File: src/rtl/mem_port_arbiter.sv
// Two-port round-robin arbiter in front of a single-cycle-latency word memory.
// Port 0 is the CPU core port and port 1 is a DMA/debug master. Each access
// takes three cycles: the arbitration decision, the memory strobe, and the
// response. Memory-side outputs and the ready pulses come from registers, so
// no combinational path runs from a request input to the memory strobe.
//
// state | meaning
// ------+----------------------------------------------------------------
// IDLE  | no access in flight; arbitrate on the incoming requests
// ISSUE | mem_en high for this single cycle with the latched command
// RESP  | mem_rdata valid; routed to the owner, ready pulses if still held
module mem_port_arbiter #(
   parameter int ADDR_W = 32,
   parameter int XLEN   = 32
) (
   input  logic              clk,
   input  logic              rst,

   input  logic              p0_req,
   input  logic              p0_we,
   input  logic [ADDR_W-1:0] p0_addr,
   input  logic [XLEN-1:0]   p0_wdata,
   output logic [XLEN-1:0]   p0_rdata,
   output logic              p0_ready,

   input  logic              p1_req,
   input  logic              p1_we,
   input  logic [ADDR_W-1:0] p1_addr,
   input  logic [XLEN-1:0]   p1_wdata,
   output logic [XLEN-1:0]   p1_rdata,
   output logic              p1_ready,

   output logic              mem_en,
   output logic              mem_we,
   output logic [ADDR_W-1:0] mem_addr,
   output logic [XLEN-1:0]   mem_wdata,
   input  logic [XLEN-1:0]   mem_rdata,

   output logic [1:0]        grant,
   output logic              busy
);

   typedef enum logic [1:0] {
      IDLE  = 2'd0,
      ISSUE = 2'd1,
      RESP  = 2'd2
   } state_t;

   state_t            state;
   logic              rr_ptr;     // port that wins the next tie
   logic              owner;      // port holding the current access
   logic              pick;       // port chosen if a grant happens this cycle
   logic [XLEN-1:0]   hold0;      // last response delivered to port 0
   logic [XLEN-1:0]   hold1;      // last response delivered to port 1

   // Arbitration choice: a lone requester wins, a tie goes to rr_ptr.
   always_comb begin
      pick = p1_req;
      if (p0_req && p1_req)
         pick = rr_ptr;
   end

   // Access sequencer: grant, strobe memory once, then deliver the response.
   always_ff @(posedge clk) begin
      if (rst) begin
         state     <= IDLE;
         rr_ptr    <= 1'b0;
         owner     <= 1'b0;
         grant     <= 2'b00;
         mem_en    <= 1'b0;
         mem_we    <= 1'b0;
         mem_addr  <= '0;
         mem_wdata <= '0;
         p0_ready  <= 1'b0;
         p1_ready  <= 1'b0;
         hold0     <= '0;
         hold1     <= '0;
      end else begin
         p0_ready <= 1'b0;
         p1_ready <= 1'b0;
         case (state)
            IDLE: begin
               if (p0_req || p1_req) begin
                  owner  <= pick;
                  grant  <= pick ? 2'b10 : 2'b01;
                  mem_en <= 1'b1;
                  if (pick) begin
                     mem_we    <= p1_we;
                     mem_addr  <= p1_addr;
                     mem_wdata <= p1_wdata;
                  end else begin
                     mem_we    <= p0_we;
                     mem_addr  <= p0_addr;
                     mem_wdata <= p0_wdata;
                  end
                  state <= ISSUE;
               end
            end
            ISSUE: begin
               // mem_addr/mem_wdata keep the command; only the strobes drop.
               mem_en <= 1'b0;
               mem_we <= 1'b0;
               // An owner that let go of req during the access gets no pulse.
               if (owner)
                  p1_ready <= p1_req;
               else
                  p0_ready <= p0_req;
               state <= RESP;
            end
            RESP: begin
               if (owner)
                  hold1 <= mem_rdata;
               else
                  hold0 <= mem_rdata;
               rr_ptr <= ~owner;
               grant  <= 2'b00;
               state  <= IDLE;
            end
            default: begin
               state <= IDLE;
               grant <= 2'b00;
            end
         endcase
      end
   end

   assign busy = (state != IDLE);

   // The owner sees mem_rdata live during RESP; otherwise each port keeps its last value.
   assign p0_rdata = (state == RESP && !owner) ? mem_rdata : hold0;
   assign p1_rdata = (state == RESP &&  owner) ? mem_rdata : hold1;

endmodule

File: config.mk
export PLATFORM = sky130hd
export DESIGN_NAME = mem_port_arbiter
export DESIGN_NICKNAME = d
export VERILOG_FILES = /design/src/rtl/mem_port_arbiter.sv
export SDC_FILE = /design/constraint.sdc
export NUM_CORES = 1
export LEC_CHECK = 0
export ABC_AREA = 1
export BUFFER_PORTS_ARGS = -buffer_cell sky130_fd_sc_hd__buf_2
export CAP_MARGIN = 5
export CORE_UTILIZATION = 35
export DETAILED_ROUTE_END_ITERATION = 16
export HOLD_SLACK_MARGIN = 0.06
export MAX_ROUTING_LAYER = met4
export PLACE_DENSITY = 0.69
export REMOVE_ABC_BUFFERS = 1
export SLEW_MARGIN = 5
export SYNTH_ARGS = -nofsm -noshare
export SYNTH_HDL_FRONTEND = slang
export SYNTH_SLANG_ARGS = --single-unit
File: constraint.sdc
create_clock -name clk -period 2.6 [get_ports clk]
set_clock_uncertainty 0.15 [all_clocks]
set_input_delay 0.26 -clock clk [delete_from_list [all_inputs] [get_ports clk]]
set_output_delay 0.26 -clock clk [all_outputs]
set_load 0.05 [all_outputs]
==> results.ini, run 1 <==
[routing]
post_drt_via_cell_ratio = 4.78
antenna_left = 0
num_vias = 7721
wl_um = 22600
drt_iter0_markers = 384
drc_errors = 0
routedWlPerCell_um = 14.0
firstDrtPassIters = 5

[floorplanning]
rows = 49
dieArea_sq_mm = 0.0190
die_h_um = 138
core_area_sq_mm = 0.0180
pin_count = 301
die_x_um = 138
start_util_pct = 35.8

[clock_tree]
clkLatencyLatePin_ps = 410
clkTransAtPathRegs_ps = 60
cts_tree = yes
cts-root-buf = clkbuf_16
htree_levels = 4
numCtsBuffers = 17
clock-sinks = 138
cts_max_path_buffers = 2

[setup_path]
cp-startpoint = p0_req
crit_end = mem_addr[3]
worstPathMaxFanout = 25
cp.required_ps = 2810
critPathLaunchType = primary input
arrival_ps = 2660
crit_type = primary input to register
r2r-start = rr_ptr
cp-end-kind = register
ff2ff_setup_slack_ps = 320
r2r_end = mem_addr[3]
reg2regPathDepth = 9

[sta]
finalCriticalPeriod_ps = 2450
max_freq_ghz = 0.409
hold_violations = 0
setup_violations = 0
slew_viol_final = 0
rsz0062_at_grt = false
slew_headroom_pct = 46.7
tightest_slew_ps = 799
period_share_pct = 94.2
finalSetupTns_ps = 0
fin_ws_ps = 152

[final_layout]
most-common-layout-cells = buf_2, inv_1, nand2_1
layout_commonest_cell = buf_2
utilization_pct = 56.4
num-nets-final = 1536
fin_cells = 1615
stdcell_area_sq_mm = 0.0102
drive_above_1_share_pct = 27.8
syn_to_final_growth_pct = 57.3

[global_route]
antenna_found_initial = 4
grt_max_degree = 71
overflow = 0
grt_usage_pct = 23.7
grt_pass1_wl_um = 34100
first_global_vias = 7026

[pwr]
pwr-share-clk_pct = 35.5
p_leak_nw = 6.10
cellPowerDensity_mw_per_mm2 = 646
seqPwrFrac_pct = 35.3
p_sw_share_pct = 34.6
pwr-share-comb_pct = 29.2
internal-power_w = 0.00430
switching_power_w = 0.00227
peakVddDrop_uv = 425

[outcome]
status = finished, final reports clean

[placement]
placedCellCount = 1428
dp_hpwl_um = 13300
place_ws_ps = 587
placed_area_sq_mm = 0.00805
place.gp.congestion = 0.855
io_buffers = 300

[run]
maxCapViolations = 0

[worst_hold_path]
min-delay-start = p0_wdata[3]
hold_path.class = primary input to register

[yosys]
netlist.area_leader.share_pct = 42.8
synth_area_leaders = dfxtp_1, inv_1, nand2_1, nand3_1, nand4_1
synth_area_sq_mm = 0.00646
synthCells = 958
synth-seq-cells = 138
synth-seq-area-share_pct = 42.8
syn_area_per_cell_sq_um = 6.74
synth_warnings = 0
ys_types = 19
synth_area_leader_cell = dfxtp_1

synth_stat cells, drive strengths merged:
cell	n
nand2	206
inv	202
dfxtp	138
nand3	131
nor2	71
o21ai	66
nand4	65
buf	41
clkbuf	30
a21oi	6
nor3	2
layout make-up:
type	instances	area [sq um]
Inverter	202	758
Clock buffer	19	453
Antenna cell	4	10.0
Fill cell	1600	7860
Sequential cell	138	2760
Tap cell	229	287
Clock inverter	12	114
Timing Repair Buffer	464	3190
Multi-Input combinational cell	547	2590
worst min-delay path by stage:
stage          depth (start not counted)            end
6_report                               5   mem_wdata[3]
3_5_place_dp                           2       grant[0]
4_1_cts                                5  mem_wdata[24]
3_3_place_gp                           2       grant[0]
2_1_floorplan                          1      hold0[16]
5_1_grt                                5  mem_wdata[28]
per-stage QoR:
step	hold WS [ps]	power [W]
after detailed placement	310	0.00396
final	58.1	0.00657
after global placement	296	0.00395
after CTS	60.6	0.00659
after global routing	86.0	0.00688
after floorplan	177	0.00343
power by group through the flow:
stage / logic [W] / clock network [W] / registers (W)
2_1_floorplan: 0.000723 / 0 / 0.00270
3_3_place_gp: 0.00159 / 0 / 0.00236
3_5_place_dp: 0.00159 / 0 / 0.00236
4_1_cts: 0.00189 / 0.00239 / 0.00232
5_1_grt: 0.00206 / 0.00248 / 0.00233
6_report: 0.00192 / 0.00233 / 0.00232
flip-flops by register name, summed over array words and instances, names as in the netlist:
register	count
p1_ready	1
p0_ready	1
rr_ptr	1
hold1	32
mem_we	1
mem_wdata	32
owner	1
mem_en	1
hold0	32
state	2
mem_addr	32
grant	2
repair_timing:
action / 4_1_cts / 5_1_grt
hold buffers: 152 / 0
hold endpoints to repair: 131 / 0
endpoints found under the setup margin: 0 / 20
setup buffers: 0 / 0
gates resized for setup: 0 / 4
cells by family after synthesis:
kind of cell / synth area share, %
buffers and inverters: 17.4
AO/OA/AOI/OAI: 6.16
flip-flops: 42.8
AND/OR/NAND/NOR: 33.7
layer usage:
layer / global-route usage [%] / part of all wire, % / vias to the layer above
li1: - / - / 3804
met1: 27.2 / 41 / 3478
met2: 38.8 / 48 / 393
met3: 5.88 / 8.2 / 46
met4: 11.2 / 2.8 / 0
met5: - / 0 / -
critical path, cell delays in order:
cell and delay, ps:
dlygate4sd3_1 540, buf_2 130, nand2_2 70, nand2_2 420, buf_4 350, nand3_1 120
nand3_1 100, dlygate4sd3_1 540, nand2_1 50, inv_1 60
No activity file was read; power rests on OpenSTA's default activity.
==> run 2, diff against run 1 <==
ABC_AREA = unset   (was 1)
PLACE_DENSITY = 0.7   (was 0.69)
==> run 2 against run 1 <==
Utilization grew 2.2 points. Non-clock buffer count fell by 1. Die area shrank 5.2%. Register-to-register slack lost 80 ps. Via count decreased by 11%. Clock power rose by 8%. Area after synthesis is 5.2% lower. Setup slack got worse by 52 ps. Power decreased by 3.0%. Sequential share of layout area is 0.87 points higher. First-iteration DRC count shrank 10%. Combinational power is 19% lower. Largest power group unchanged.
==> results.ini, run 2 <==
[outcome]
status = finished, final reports clean

[yosys]
yosys.cell_count.top_type = dfxtp_1
synth-seq-area-share_pct = 45.1
synth_area_leaders = dfxtp_1, nand4_1, mux2_4, a31oi_1, mux2_2
synth-seq-cells = 138
synthCells = 634
synth_mux_area_share_pct = 13.5
synth_warnings = 0
ys_top_cells_by_count = dfxtp_1, nand4_1, a31oi_1, o21ai_0, clkbuf_1
async_flop_share_pct = 0
netlist.area_leader.share_pct = 45.1
syn_area_per_cell_sq_um = 9.66
yosys.area_share.simple_pct = 22.5
synth_compound_area_share_pct = 12.8
synth_ff_type = dfxtp_1
synth_edf_count = 0
ys_types = 30
synth_area_sq_mm = 0.00612
synth_area_leader_cell = dfxtp_1
synth_top_family_by_area = simple AND/OR/NAND/NOR gates
synth-xor-area-share_pct = 0
synth-adder-area-share_pct = 0

[setup_path]
crit_slowest_cell = dfxtp_2
crit_chain = nor3b_4, buf_12, mux2_2, buf_2
arrival_ps = 2090
cp.required_ps = 2190
critPathLaunchType = register
max_stage_delay_ps = 530
crit_type = register to primary output
worstPathMaxFanout = 33
cp-end-kind = primary output

[routing]
routedWlPerCell_um = 17.8
antenna_left = 0
post_drt_via_cell_ratio = 5.39
wl_um = 22500
drc_errors = 0
drt_iter0_markers = 344
num_vias = 6840
firstDrtPassIters = 5

[pwr]
power_w = 0.00637
p_leak_nw = 4.68
cellPowerDensity_mw_per_mm2 = 647
peakVddDrop_uv = 416

[final_layout]
layout_commonest_cell = buf_2
utilization_pct = 58.6
most-common-layout-cells = buf_2, dlygate4sd3_1, dfxtp_1
syn_to_final_growth_pct = 61.0
num-nets-final = 1202
multi_input_area_sq_mm = 0.00302
stdcell_area_sq_mm = 0.00986
final-seq-area_sq_mm = 0.00277
drive_above_1_share_pct = 39.8
num-fill-cells = 1414

[sta]
rsz0062_at_grt = false
slew_headroom_pct = 59.6
period_share_pct = 96.1
hold_violations = 0
tightest_slew_ps = 607
slew_viol_final = 0
max_freq_ghz = 0.400
finalCriticalPeriod_ps = 2500
setup_violations = 0

[floorplanning]
pin_count = 301
die_h_um = 134
core_area_sq_mm = 0.0168
dieArea_sq_mm = 0.0180
die_x_um = 134
start_util_pct = 36.4
rows = 47

[clock_tree]
clock-sinks = 138
clkLatencyLatePin_ps = 410
cts-root-buf = clkbuf_16
cts_max_path_buffers = 2
cts_setup_buffers = 0
numCtsBuffers = 17
cts_tree = yes
htree_levels = 4
clkTransAtPathRegs_ps = 60

[run]
maxCapViolations = 0

[global_route]
first_global_vias = 6785
grt_max_degree = 74
grt_pass1_wl_um = 34700
overflow = 0
grt_usage_pct = 24.8
antenna_found_initial = 1

[worst_hold_path]
hold_path.class = primary input to register

[placement]
io_buffers = 300
placed_area_sq_mm = 0.00777
place.gp.congestion = 0.801
dp_hpwl_um = 13500

-- run 2: power breakdown --
part / internal (W) / switching, W / leakage (nW)
Sequential: 0.00224 / 0.0000684 / 1.13
Clock: 0.00154 / 0.000967 / 0.293
Combinational: 0.000576 / 0.000986 / 3.26
-- run 2: path summary, 6_finish.rpt --
kind,start,to,slack [ps],cells after the start
max,state[1],p0_rdata[29],100,4
min,mem_rdata[30],hold0[30],90,3
max reg2reg,state[1],mem_addr[7],240,5
min reg2reg,mem_en,mem_en,330,1
-- run 2: cells by family (layout without fill, tap and decap cells) --
kind of cell	after synthesis	in the layout
other	0	1
AO/OA/AOI/OAI	138	138
buffers and inverters	83	496
flip-flops	138	138
multiplexers	64	64
AND/OR/NAND/NOR	211	212
-- run 2: what timing repair did --
| item | in CTS | in global routing |
|---|---|---|
| hold buffers | 145 | 0 |
| hold endpoints to repair | 81 | 0 |
| resized for setup | 0 | 3 |
| setup endpoints to repair | 0 | 35 |
-- run 2: metrics by stage --
step                      instances  setup TNS, ps  setup WS, ps  hold WS [ps]
after floorplan                 553         -94810         -1270           179
after global placement         1091              0           547           300
after detailed placement       1091              0           471           300
after CTS                      1267              0          3.60          63.2
after global routing           1269              0          25.7          67.3
final                          1269              0           101          86.7
-- run 2: layout make-up --
| type | count | area share (%) |
|---|---|---|
| clock buffers | 18 | 4.45 |
| well taps | 220 | 2.79 |
| inverters | 2 | 0.0762 |
| repair buffers | 463 | 32.2 |
| diodes | 1 | 0.0254 |
| clock inverters | 13 | 1.70 |
| flip-flops and latches | 138 | 28.0 |
| multi-input cells | 414 | 30.7 |
-- run 2: critical path: cells and delay by family (launching register included) --
| kind | cells | cell delay (ps) |
|---|---|---|
| simple gates | 1 | 280 |
| flops | 1 | 530 |
| mux | 1 | 380 |
| buf+inv | 2 | 480 |
-- run 2: layer usage --
metal / track usage [%] / up-vias / wire, um
met5: - / - / 0
met4: 8.43 / 0 / 424
met1: 29.5 / 3218 / 9400
met3: 5.40 / 34 / 1920
met2: 41.4 / 392 / 10800
li1: - / 3196 / -
